### config.mk
export PLATFORM = sky130hd
export DESIGN_NAME = pf_tile_fetch
export DESIGN_NICKNAME = d
export VERILOG_FILES = /design/src/rtl/pf_tile_fetch.sv
export SDC_FILE = /design/constraint.sdc
export NUM_CORES = 1
export LEC_CHECK = 0
export ABC_AREA = 1
export BUFFER_PORTS_ARGS = -buffer_cell sky130_fd_sc_hd__buf_2
export CAP_MARGIN = 20
export CORE_MARGIN = 3
export CORE_UTILIZATION = 50
export DETAILED_ROUTE_END_ITERATION = 7
export GPL_TIMING_DRIVEN = 0
export PLACE_DENSITY = 0.85
export REMOVE_ABC_BUFFERS = 1
export SLEW_MARGIN = 20
export SYNTH_ARGS = -nofsm -noshare
export SYNTH_HDL_FRONTEND = slang
export SYNTH_SLANG_ARGS = --single-unit
### constraint.sdc
create_clock -name clk -period 1.3 [get_ports clk]
set_input_delay 0.13 -clock clk [delete_from_list [all_inputs] [get_ports clk]]
set_output_delay 0.13 -clock clk [all_outputs]
set_load 0.05 [all_outputs]
### src/rtl/pf_tile_fetch.sv
// rtl/pf_tile_fetch.sv - playfield tile fetch and 2-plane pixel serialiser
//
// Fetches one scanline of playfield tiles:
//   playfield RAM (tile code) -> character ROM (2-plane pattern) -> pending
//   buffer -> shifter -> 2-bit colour index, MSB pixel first.
//
// Ports:
//   clk, reset_n          core clock, asynchronous active-low reset
//   pix_ce, pix_active    a pixel is consumed when both are high
//   line_start, line_y    start-of-line pulse and scanline number
//   ram_addr, ram_q       playfield RAM port B (registered read, 1 clk)
//   rom_addr, rom_q       character ROM {plane1, plane0} (registered, 1 clk)
//   pix_color, pix_valid  registered pixel output, updated per consumed pixel
//   underrun              sticky, a tile was needed before it was fetched
module pf_tile_fetch #(
  parameter int COLS   = 32,
  parameter int RAM_AW = 10,
  parameter int ROM_AW = 11
) (
  input  logic              clk,
  input  logic              reset_n,
  input  logic              pix_ce,
  input  logic              line_start,
  input  logic [7:0]        line_y,
  input  logic              pix_active,
  output logic [RAM_AW-1:0] ram_addr,
  input  logic [7:0]        ram_q,
  output logic [ROM_AW-1:0] rom_addr,
  input  logic [15:0]       rom_q,
  output logic [1:0]        pix_color,
  output logic              pix_valid,
  output logic              underrun
);

  // col must be able to hold COLS itself: it saturates there once the
  // last tile of the line has been stored.
  localparam int CW = $clog2(COLS + 1);

  typedef enum logic [2:0] {
    S_IDLE,
    S_T_ADDR,
    S_T_WAIT,
    S_G_ADDR,
    S_G_WAIT,
    S_STORE,
    S_HOLD
  } state_t;

  state_t          state;
  state_t          state_next;

  logic [4:0]      row;
  logic [2:0]      fine;
  logic [CW-1:0]   col;
  logic [CW-1:0]   col_inc;
  logic            col_more;

  logic [15:0]     pending;
  logic            pending_valid;

  logic [7:0]      plane0;
  logic [7:0]      plane1;
  logic [2:0]      pix_cnt;

  logic            consume;

  assign consume  = pix_ce & pix_active;
  assign col_inc  = col + CW'(1);
  assign col_more = (col < CW'(COLS));

  // ---------------------------------------------------------------------
  // Fetch FSM: state register
  // ---------------------------------------------------------------------
  always_ff @(posedge clk or negedge reset_n) begin
    if (!reset_n) begin
      state <= S_IDLE;
    end else begin
      state <= state_next;
    end
  end

  // ---------------------------------------------------------------------
  // Fetch FSM: next state
  // ---------------------------------------------------------------------
  always_comb begin
    state_next = state;
    unique case (state)
      S_IDLE:   state_next = S_IDLE;
      S_T_ADDR: state_next = S_T_WAIT;
      S_T_WAIT: state_next = S_G_ADDR;
      S_G_ADDR: state_next = S_G_WAIT;
      S_G_WAIT: state_next = S_STORE;
      // col is incremented on this same edge, so decide on the new value.
      S_STORE:  state_next = (col_inc < CW'(COLS)) ? S_HOLD : S_IDLE;
      // Only one tile is buffered ahead: the next fetch waits until the
      // shifter has taken the pending pattern.
      S_HOLD: begin
        if (!pending_valid && col_more) begin
          state_next = S_T_ADDR;
        end
      end
      default:  state_next = S_IDLE;
    endcase
    // A new line restarts the fetch from any state, including mid-fetch.
    if (line_start) begin
      state_next = S_T_ADDR;
    end
  end

  // ---------------------------------------------------------------------
  // Fetch datapath, pending buffer and pixel shifter
  // ---------------------------------------------------------------------
  always_ff @(posedge clk or negedge reset_n) begin
    if (!reset_n) begin
      row           <= '0;
      fine          <= '0;
      col           <= '0;
      pending       <= '0;
      pending_valid <= 1'b0;
      ram_addr      <= '0;
      rom_addr      <= '0;
      plane0        <= '0;
      plane1        <= '0;
      pix_cnt       <= '0;
      pix_color     <= '0;
      pix_valid     <= 1'b0;
      underrun      <= 1'b0;
    end else if (line_start) begin
      // line_start takes priority over everything else, including a pixel
      // consumed in the same clock, which is output as blank fill.
      row           <= line_y[7:3];
      fine          <= line_y[2:0];
      col           <= '0;
      pending_valid <= 1'b0;
      plane0        <= '0;
      plane1        <= '0;
      pix_cnt       <= '0;
      underrun      <= 1'b0;
      if (consume) begin
        pix_color <= '0;
        pix_valid <= 1'b0;
      end
    end else begin
      unique case (state)
        S_T_ADDR: ram_addr <= RAM_AW'(32'(row) * 32'(COLS) + 32'(col));
        S_G_ADDR: rom_addr <= ROM_AW'({ram_q, fine});
        S_STORE: begin
          pending <= rom_q;
          col     <= col_inc;
        end
        default: ;
      endcase

      if (consume) begin
        pix_cnt <= pix_cnt + 3'd1;
        if (pix_cnt == 3'd0) begin
          if (pending_valid) begin
            // Load and emit the MSB pixel in the same clock.
            pix_color     <= {pending[15], pending[7]};
            pix_valid     <= 1'b1;
            plane1        <= {pending[14:8], 1'b0};
            plane0        <= {pending[6:0], 1'b0};
            pending_valid <= 1'b0;
          end else begin
            // Nothing to load: the whole 8-pixel slot becomes blank fill.
            // Clearing the planes makes the following shifts output 0.
            pix_color <= '0;
            pix_valid <= 1'b0;
            plane1    <= '0;
            plane0    <= '0;
            if (col_more) begin
              underrun <= 1'b1;
            end
          end
        end else begin
          pix_color <= {plane1[7], plane0[7]};
          plane1    <= {plane1[6:0], 1'b0};
          plane0    <= {plane0[6:0], 1'b0};
        end
      end

      // STORE only happens while pending_valid is low (HOLD waits for the
      // drop), so this set never races the clear above.
      if (state == S_STORE) begin
        pending_valid <= 1'b1;
      end
    end
  end

endmodule

==> flow_metrics.tcl, run 1 <==
set metrics [dict create \
    detail-route-antenna-nets 0 \
    layout.nets 488 \
    cts-root-buf "clkbuf_8" \
    globalplace.congestion 0.803 \
    critPathSlowestCell "dfrtp_1" \
    ys_ff_latch 76 \
    cts_htree_levels 3 \
    drt_pre_antenna_iters 4 \
    max-clock-path-buffers 2 \
    numCtsBuffers 9 \
    dpl.hpwl_um 4700 \
    drt_iter0_drc 262 \
    whs_endpoint "rom_addr[4]" \
    worstHoldStart "ram_q[1]" \
    timing.final.ws_setup_ns -0.00810 \
    fin_crit_sh_pct 101 \
    cts_tree "yes" \
    synth-seq-area-share_pct 56.1 \
    grt_max_degree 56 \
    status "finished, violations left" \
    rrSetupSlack_ns -0.008 \
    io_pins 62 \
    die_h_um 88.4 \
    viasPerCell 5.62 \
    synth_top_family_by_area "simple AND/OR/NAND/NOR gates" \
    synth-xor-area-share_pct 0.775 \
    crit_top_cell "nor2_1" \
    crit_chain "inv_2, ha_4, nand2_4, clkinvlp_4, nor2_1, nor2_1, nand2_1, a21oi_2" \
    r2r_cells 8 \
    clkTransAtPathRegs_ns 0.08 \
    final_hold_viol_count 0 \
    drv_cap 0 \
    clock_latency_ns 0.35 \
    relSlewSlack_pct 51.3 \
    synth_compound_area_share_pct 12.5 \
    syn_avg_cell_area_sq_um 9.37 \
    hold_class "primary input to register" \
    max_stage_delay_ns 0.37 \
    start_util_pct 52.5 \
    drv_slew 0 \
    wl_per_cell_um 16.3 \
    max_freq_mhz 764 \
    setup_viol 1 \
    utilization_pct 66.5 \
    rsz0062_at_grt "yes" \
    p_leak_uw 0.00213 \
    port_buffers 61 \
    grt_overflow_total 0 \
    r2r-start "pix_cnt[0]" \
    antenna_cells 0 \
    grt_usage_pct 21.5 \
    drc 0 \
    antenna_found_initial 0 \
    hold_depth 2 \
    crit_path_max_fanout 4 \
    worst_pin_slew_ns 0.729 \
    reg2reg_to "underrun" \
    yosys.area_share.simple_pct 19.7 \
    worstPathRequired_ns 1.51 \
    crit_start "pix_cnt[0]" \
    synth_cells 362 \
    die_w_um 88.4 \
    arrival_ns 1.52 \
    crit_path_start_kind "register" \
    drive_above_1_share_pct 33.0 \
    synthAdderAreaFrac_pct 1.84 \
    syn-cell-area_sq_um 3390 \
    grt_pass1_vias 2882 \
    peakVddDrop_v 0.000881 \
    crit_path_end_kind "register" \
    synth_mux_area_share_pct 3.10 \
    path_class "register to register" \
    cts.sinks 76 \
    power.density_nw_per_um2 1690 \
    num_rows 29 \
    violations "negative setup slack" \
    die_area_sq_um 7810 \
    final.min_clock_period_ns 1.31 \
    wl_um 8580 \
    grt_first_pass_wirelength_um 13000 \
    power_uw 7260 \
    vias 2967 \
    yosys_warnings 0 \
    synth_cell_types 30 \
    core_region_area_sq_um 6460 \
    fin_skew_ns 0.00625 \
    area_growth_pct 26.6 \
]
[metal layers]
metal  GRT usage, %  share of wire (%)  vias to the layer above
li1               -                  -                     1368
met1           26.3                 41                     1462
met2           37.4                 51                      112
met3           3.07                5.1                       25
met4           10.3                3.2                        0
met5              0                  0                        -
[critical path, delay by kind of cell (launching register included)]
family	cells	cell delay (ns)
DFF	1	0.37
adders and majority gates	1	0.16
and+or+nand+nor	4	0.41
AOI/OAI and AO/OA	1	0.05
buffers and inverters	2	0.18
[cells in the mapped netlist, drive strengths merged]
library cell / number / area, sq um
nand2: 108 / 415
dfrtp: 76 / 1900
o21ai: 56 / 307
nand3: 27 / 148
inv: 25 / 93.8
a21oi: 19 / 95.1
buf: 11 / 85.1
nor2: 9 / 55.1
mux2: 8 / 105
clkbuf: 5 / 18.8
ha: 5 / 62.6
nand4: 3 / 33.8
nor3: 3 / 15.0
xor2: 2 / 17.5
a31oi: 1 / 6.26
clkinv: 1 / 8.76
o21a: 1 / 7.51
o21bai: 1 / 7.51
xnor2: 1 / 8.76
[through the flow]
step | worst slack (ns) | cell area, sq um | std cells | hold slack, ns | setup TNS, ns
after detailed placement | -0.631 | 3720 | 485 | 0.0486 | -18.20
after global placement | -0.551 | 3690 | 484 | 0.342 | -39.69
after CTS | -0.00976 | 4170 | 524 | 0.00338 | -0.00976
final | -0.00810 | 4290 | 528 | 0.00808 | -0.00810
after global routing | -0.103 | 4290 | 528 | 0.0123 | -0.734
after floorplan | -0.196 | 3290 | 346 | -0.166 | -2.52
[registers in the layout (all words and copies together) (netlist names), 3 cells and up]
name,count
col,6
fine,3
pending,16
pix_cnt,3
plane0,7
plane1,7
ram_addr,10
rom_addr,11
row,5
state,3
[cells in the final DEF (no fill, tap or decap), types with 2 or more instances in the layout]
cell / netlist / layout
a21oi_1: 19 / 16
clkbuf_8: 0 / 10
inv_2: 3 / 5
clkinv_2: 0 / 2
ha_1: 5 / 3
o21ai_2: 7 / 12
nand3_4: 1 / 2
mux2_2: 4 / 4
dfrtp_1: 76 / 70
mux2_4: 4 / 4
buf_2: 5 / 60
nand4_1: 2 / 2
xor2_1: 2 / 2
nand2_1: 106 / 104
o21ai_1: 0 / 19
buf_4: 2 / 14
dlygate4sd3_1: 0 / 8
dfrtp_2: 0 / 5
nor3_1: 3 / 2
buf_6: 4 / 2
o21ai_0: 49 / 25
nor2_1: 6 / 5
nor2_2: 2 / 2
nand2_4: 1 / 2
a21oi_2: 0 / 3
inv_1: 22 / 18
nor2_4: 0 / 2
clkinvlp_4: 0 / 3
nand3_1: 26 / 24
nand3_2: 0 / 2
[repair_timing]
action / in CTS / in global routing
hold endpoints to repair: 28 / 0
hold buffers: 8 / 0
pin swaps: 3 / 4
buffers inserted: 13 / 3
gates resized for setup: 16 / 45
cloned: 2 / 1
setup endpoints to repair: 53 / 47
[how the worst max path moves through the flow]
stage / to / slack, ns / cells past startpoint
after global placement: underrun / -0.55 / 8
after detailed placement: underrun / -0.63 / 8
final: underrun / -0.008 / 8
after global routing: state[2] / -0.10 / 6
after floorplan: underrun / -0.20 / 8
after CTS: underrun / -0.01 / 8
[logic make-up (layout without fill, tap and decap cells)]
| kind of cell | count (synthesis) | in the layout |
|---|---|---|
| and+or+nand+nor | 150 | 153 |
| AOI/OAI and AO/OA | 78 | 78 |
| DFF | 76 | 76 |
| buffers and inverters | 42 | 128 |
| muxes | 8 | 8 |
| adders and majority gates | 5 | 5 |
| xor gates and xnor gates | 3 | 3 |
[power by group]
part	total, uW	leakage (uW)	internal, uW	switching, uW
clock network	1820	0.0000983	935	884
logic	2260	0.00104	673	1590
registers	3180	0.000986	2870	308
total	7260	0.00213	4480	2780
[final cells by class]
cell class,instances,area (sq um)
timing repair buffer,86,556
multi-input combinational,247,1420
sequential,76,1910
clock buffer,10,138
inverter,26,111
tap,77,96.3
clock inverter,6,63.8
fill,475,2170
No activity file was read; power rests on OpenSTA's default activity.
==> run 2: changes to the inputs <==
--- a/config.mk
+++ b/config.mk
@@ -13,6 +13,7 @@
 export DETAILED_ROUTE_END_ITERATION = 7
 export GPL_TIMING_DRIVEN = 0
 export PLACE_DENSITY = 0.85
+export RECOVER_POWER = 100
 export REMOVE_ABC_BUFFERS = 1
 export SLEW_MARGIN = 20
 export SYNTH_ARGS = -nofsm -noshare
==> run 2 against run 1 <==
  * The run still ends with negative setup slack left
  * Highest routed layer unchanged
  * Worst hold slack stayed put
  * Global-route usage did not move
  * Non-clock buffer count did not move
  * Via count stayed put
  * Sequential share of layout area about the same
  * Count of clock-buffer cells in the layout unchanged
  * Clock power about the same
  * Clock skew is the same
  * Largest cell class unchanged
  * Cell count did not move
==> flow_metrics.tcl, run 2 (same netlist as run 1, synthesis figures left out) <==
set metrics [dict create \
    grt_max_degree 56 \
    p_leak_uw 0.00212 \
    utilization_pct 66.4 \
    viasPerCell 5.62 \
    drv_slew 0 \
    die_h_um 88.4 \
    crit_path_start_kind "register" \
    peakVddDrop_v 0.000881 \
    core_region_area_sq_um 6460 \
    power.density_nw_per_um2 1690 \
    die_area_sq_um 7810 \
    final_hold_viol_count 0 \
    drt_pre_antenna_iters 4 \
    path_class "register to register" \
    status "finished, violations left" \
    final_common_cell "nand2_1" \
    reg.largest.list "pending x16, rom_addr x11, ram_addr x10" \
    grt_usage_pct 21.5 \
    fin_setup_tns_ns -0.00810 \
    grt_pass1_vias 2882 \
    cts-root-buf "clkbuf_8" \
    drc 0 \
    largest_register_ffs 16 \
    timing.final.ws_setup_ns -0.00810 \
    setup_viol 1 \
    final_cell_mix "nand2_1, dfrtp_1, buf_2" \
    area_growth_pct 26.5 \
    crit_path_end_kind "register" \
    drt_iter0_drc 262 \
    io_pins 62 \
    port_buffers 61 \
    antenna_found_initial 0 \
    max_flop_register "pending" \
    max_freq_mhz 764 \
    hold_class "primary input to register" \
    arrival_ns 1.52 \
    multi_input_area_sq_um 1420 \
    cts.sinks 76 \
    final.min_clock_period_ns 1.31 \
    numCtsBuffers 9 \
    vias 2967 \
    antenna_cells 0 \
    clkTransAtPathRegs_ns 0.08 \
    violations "negative setup slack" \
    drv_cap 0 \
    wl_per_cell_um 16.3 \
    worst_pin_slew_ns 0.729 \
    fin_skew_ns 0.00625 \
    crit_path_max_fanout 4 \
    use_met3_pct 3.07 \
    dpl.hpwl_um 4700 \
    layout.nets 488 \
    grt_overflow_total 0 \
    die_w_um 88.4 \
    stdcell_count 528 \
    grt_first_pass_wirelength_um 13000 \
    relSlewSlack_pct 51.3 \
    clock_latency_ns 0.35 \
    place_inst 485 \
    drive_above_1_share_pct 33.0 \
    worstPathRequired_ns 1.51 \
    max-clock-path-buffers 2 \
    busiest_layer "met2" \
    finalHoldWorstSlack_ns 0.00808 \
    cts_htree_levels 3 \
    detail-route-antenna-nets 0 \
    globalplace.congestion 0.803 \
    cts_tree "yes" \
    num_rows 29 \
    wl_um 8580 \
    gr-usage-met2_pct 37.4 \
    fillers 476 \
    fin_crit_sh_pct 101 \
    start_util_pct 52.5 \
    rsz0062_at_grt "yes" \
    met1_usage_pct 26.3 \
    ff_latch_area_sq_um 1910 \
]
## run 2: area by class of cell
| class | instances | area share [%] |
|---|---|---|
| Clock buffer | 10 | 3.21 |
| Clock inverter | 6 | 1.49 |
| Inverter | 26 | 2.60 |
| Multi-Input combinational cell | 247 | 33.0 |
| Sequential cell | 76 | 44.6 |
| Tap cell | 77 | 2.25 |
| Timing Repair Buffer | 86 | 12.9 |
## run 2: report_power, final
group	internal [uW]	switching (uW)	total, uW
Clock	935	884	1820
Combinational	672	1590	2260
Sequential	2870	308	3180
Total	4480	2780	7260
## run 2: worst paths after layout
check                      cells after the start  slack, ns            end  startpoint
setup / recovery                               8     -0.008       underrun  pix_cnt[0]
hold / removal                                 2      0.008    rom_addr[4]    ram_q[1]
setup reg to reg                               8     -0.008       underrun  pix_cnt[0]
hold reg to reg                                2       0.48     pending[3]  pending[3]
max in group asynchronous                      3       0.28  pending_valid     reset_n
min in group asynchronous                      2       0.32    ram_addr[7]     reset_n
## run 2: metrics by stage
stage	cell area, sq um	power (uW)	worst slack (ns)
final	4290	7260	-0.00810
after global routing	4290	7580	-0.103
after CTS	4170	7160	-0.00976
after detailed placement	3720	5230	-0.631
after global placement	3690	5140	-0.551
after floorplan	3290	4650	-0.196
## run 2: critical path, stage by stage, from the launching register on
cell        delay [ns]
dfrtp_1           0.37
inv_2             0.07
ha_4              0.16
nand2_4           0.06
clkinvlp_4        0.11
nor2_1            0.16
nor2_1            0.08
nand2_1           0.11
a21oi_2           0.05
## run 2: repair_timing
action                                 4_1_cts  5_1_grt
endpoints found under the hold margin       28        0
buffers inserted                            13        3
cloned                                       2        1
setup endpoints to repair                   53       47
pin swaps                                    3        4
gates resized for setup                     16       45
hold buffers                                 8        0
## run 2: routing by layer
layer  part of all wire [%]  routed length (um)  up-vias
met4                    3.2                 271        0
met2                     51                4340      112
met3                    5.1                 435       25
met5                      0                   0        -
li1                       -                   -     1368
met1                     41                3530     1462
==> run 3: changes to the inputs <==
--- a/config.mk
+++ b/config.mk
@@ -9,10 +9,10 @@
 export BUFFER_PORTS_ARGS = -buffer_cell sky130_fd_sc_hd__buf_2
 export CAP_MARGIN = 20
 export CORE_MARGIN = 3
-export CORE_UTILIZATION = 50
+export CORE_UTILIZATION = 55
 export DETAILED_ROUTE_END_ITERATION = 7
 export GPL_TIMING_DRIVEN = 0
-export PLACE_DENSITY = 0.85
+export PLACE_DENSITY = 0.88
 export RECOVER_POWER = 100
 export REMOVE_ABC_BUFFERS = 1
 export SLEW_MARGIN = 20
==> constraint.sdc (replaced) <==
create_clock -name clk -period 1.5 [get_ports clk]
set_input_delay 0.15 -clock clk [delete_from_list [all_inputs] [get_ports clk]]
set_output_delay 0.15 -clock clk [all_outputs]
set_load 0.05 [all_outputs]
==> run 3 against run 2 <==
  * The run now ends clean
  * Highest routed layer unchanged
  * Sequential share of layout area is 4.1 points higher
  * Critical path type unchanged
  * Count of clock-buffer cells in the layout up 5
  * Clock skew rose by 0.0064 ns
  * Critical endpoint is now plane0[7]
  * Global-route usage down 1.1 points
==> flow_metrics.tcl, run 3 (same netlist as run 1, synthesis figures left out) <==
set metrics [dict create \
    status "finished, final reports clean" \
    grt_pass1_vias 2491 \
    final.min_clock_period_ns 1.43 \
    relSlewSlack_pct 52.3 \
    wl_per_cell_um 13.9 \
    die_area_sq_um 7150 \
    detail-route-antenna-nets 0 \
    place_ws_ns -0.431 \
    crit_top_cell "o21ai_0" \
    drc 0 \
    fin_setup_tns_ns 0 \
    numCtsBuffers 9 \
    worstHoldStart "line_y[3]" \
    r2r-start "pix_cnt[0]" \
    setup_viol 0 \
    crit_start "pix_cnt[0]" \
    antenna_found_initial 0 \
    path_class "register to register" \
    layout.nets 470 \
    fin_crit_sh_pct 95.1 \
    drt_pre_antenna_iters 5 \
    die_h_um 84.5 \
    final_area_sq_um 3910 \
    final_cell_mix "nand2_1, dfrtp_1, o21ai_0" \
    wl_um 7030 \
    path_buf_inv 3 \
    largest_register_ffs 16 \
    core_region_area_sq_um 5740 \
    place_inst 480 \
    timing.final.ws_setup_ns 0.0738 \
    power.density_nw_per_um2 1510 \
    drv_cap 0 \
    clock_latency_ns 0.35 \
    io_pins 62 \
    drive_above_1_share_pct 18.7 \
    antenna_cells 0 \
    final_hold_viol_count 0 \
    crit_path_end_kind "register" \
    max_stage_delay_ns 0.36 \
    vias 2737 \
    peakVddDrop_v 0.00115 \
    grt_overflow_total 0 \
    arrival_ns 1.64 \
    fillers 446 \
    p_leak_uw 0.00193 \
    cts.sinks 76 \
    final_common_cell "nand2_1" \
    hold_class "primary input to register" \
    stdcell_count 505 \
    viasPerCell 5.42 \
    grt_first_pass_wirelength_um 11600 \
    port_buffers 61 \
    worst_pin_slew_ns 0.716 \
    crit_chain "inv_1, ha_1, nand2_4, clkinvlp_4, buf_4, o21ai_0, o21ai_0" \
    clkTransAtPathRegs_ns 0.07 \
    fin_skew_ns 0.0127 \
    num_rows 27 \
    crit_path_max_fanout 10 \
    rsz0062_at_grt "no" \
    crit_path_start_kind "register" \
    drt_iter0_drc 250 \
    reg.largest.list "pending x16, rom_addr x11, ram_addr x10" \
    drv_slew 0 \
    die_w_um 84.5 \
    cts_htree_levels 3 \
    max_flop_register "pending" \
    max-clock-path-buffers 2 \
    globalplace.congestion 0.785 \
    grt_max_degree 48 \
    crit_family "flip-flops" \
    start_util_pct 59.1 \
    area_growth_pct 15.3 \
    max_freq_mhz 701 \
    dpl.hpwl_um 4540 \
    cts-root-buf "clkbuf_8" \
    cts_tree "yes" \
    finalHoldWorstSlack_ns 0.00835 \
    worstPathRequired_ns 1.71 \
    placed_area_sq_um 3710 \
    grt_usage_pct 20.4 \
    critPathSlowestCell "dfrtp_1" \
]
==> run 3: cell count changes in the layout (fill, tap and decap cells not counted), sizes merged, moves of 2 or more <==
cell	previous run	this run
buf	77	41
clkbuf	11	42
clkinvlp	3	1
dlygate4sd3	8	2
==> run 3: what timing repair did <==
item	in CTS	in global routing
hold endpoints to repair	30	0
buffers inserted	3	3
gates resized for setup	3	5
hold buffers	2	0
cloned	0	1
pin swaps	1	1
endpoints found under the setup margin	19	28
==> run 3: final cells by class <==
cell class	instances	area, sq um	share of cell area [%]
timing repair buffer	70	348	8.89
inverter	26	106	2.72
sequential	76	1900	48.6
tap	72	90.1	2.30
clock inverter	1	5.00	0.128
clock buffer	15	176	4.51
multi-input combinational	245	1280	32.8
==> run 3: worst min-delay path, cell delays in order <==
cell and delay, ns:
buf_2 0.08, nand2_1 0.04, nand2_1 0.05
==> run 3: final timing paths <==
check                                endpoint  slack, ns  cells after the start
min in group asynchronous         rom_addr[6]       0.40                      2
worst max-delay path                plane0[7]       0.07                      7
worst min-delay path                   row[0]      0.008                      3
max in group asynchronous       pending_valid       0.24                      3
worst min register to register     pending[9]       0.48                      2
worst max register to register      plane0[7]       0.07                      7
==> run 3: per-stage QoR <==
stage	power, uW	utilization [%]
2_1_floorplan	4030	-
4_1_cts	5970	68.8
3_5_place_dp	4530	64.7
3_3_place_gp	4440	64.1
6_report	5910	68.1
5_1_grt	6210	68.1
==> run 3: layer usage <==
metal / GRT usage (%) / wire length, um
met5: 0 / 0
met4: 8.92 / 127
met3: 4.22 / 516
met2: 32.0 / 3330
met1: 27.5 / 3060
==> run 3: where the power goes <==
group | switching, uW | internal [uW]
Clock | 711 | 738
Sequential | 258 | 2490
Combinational | 1270 | 440
Total | 2240 | 3670
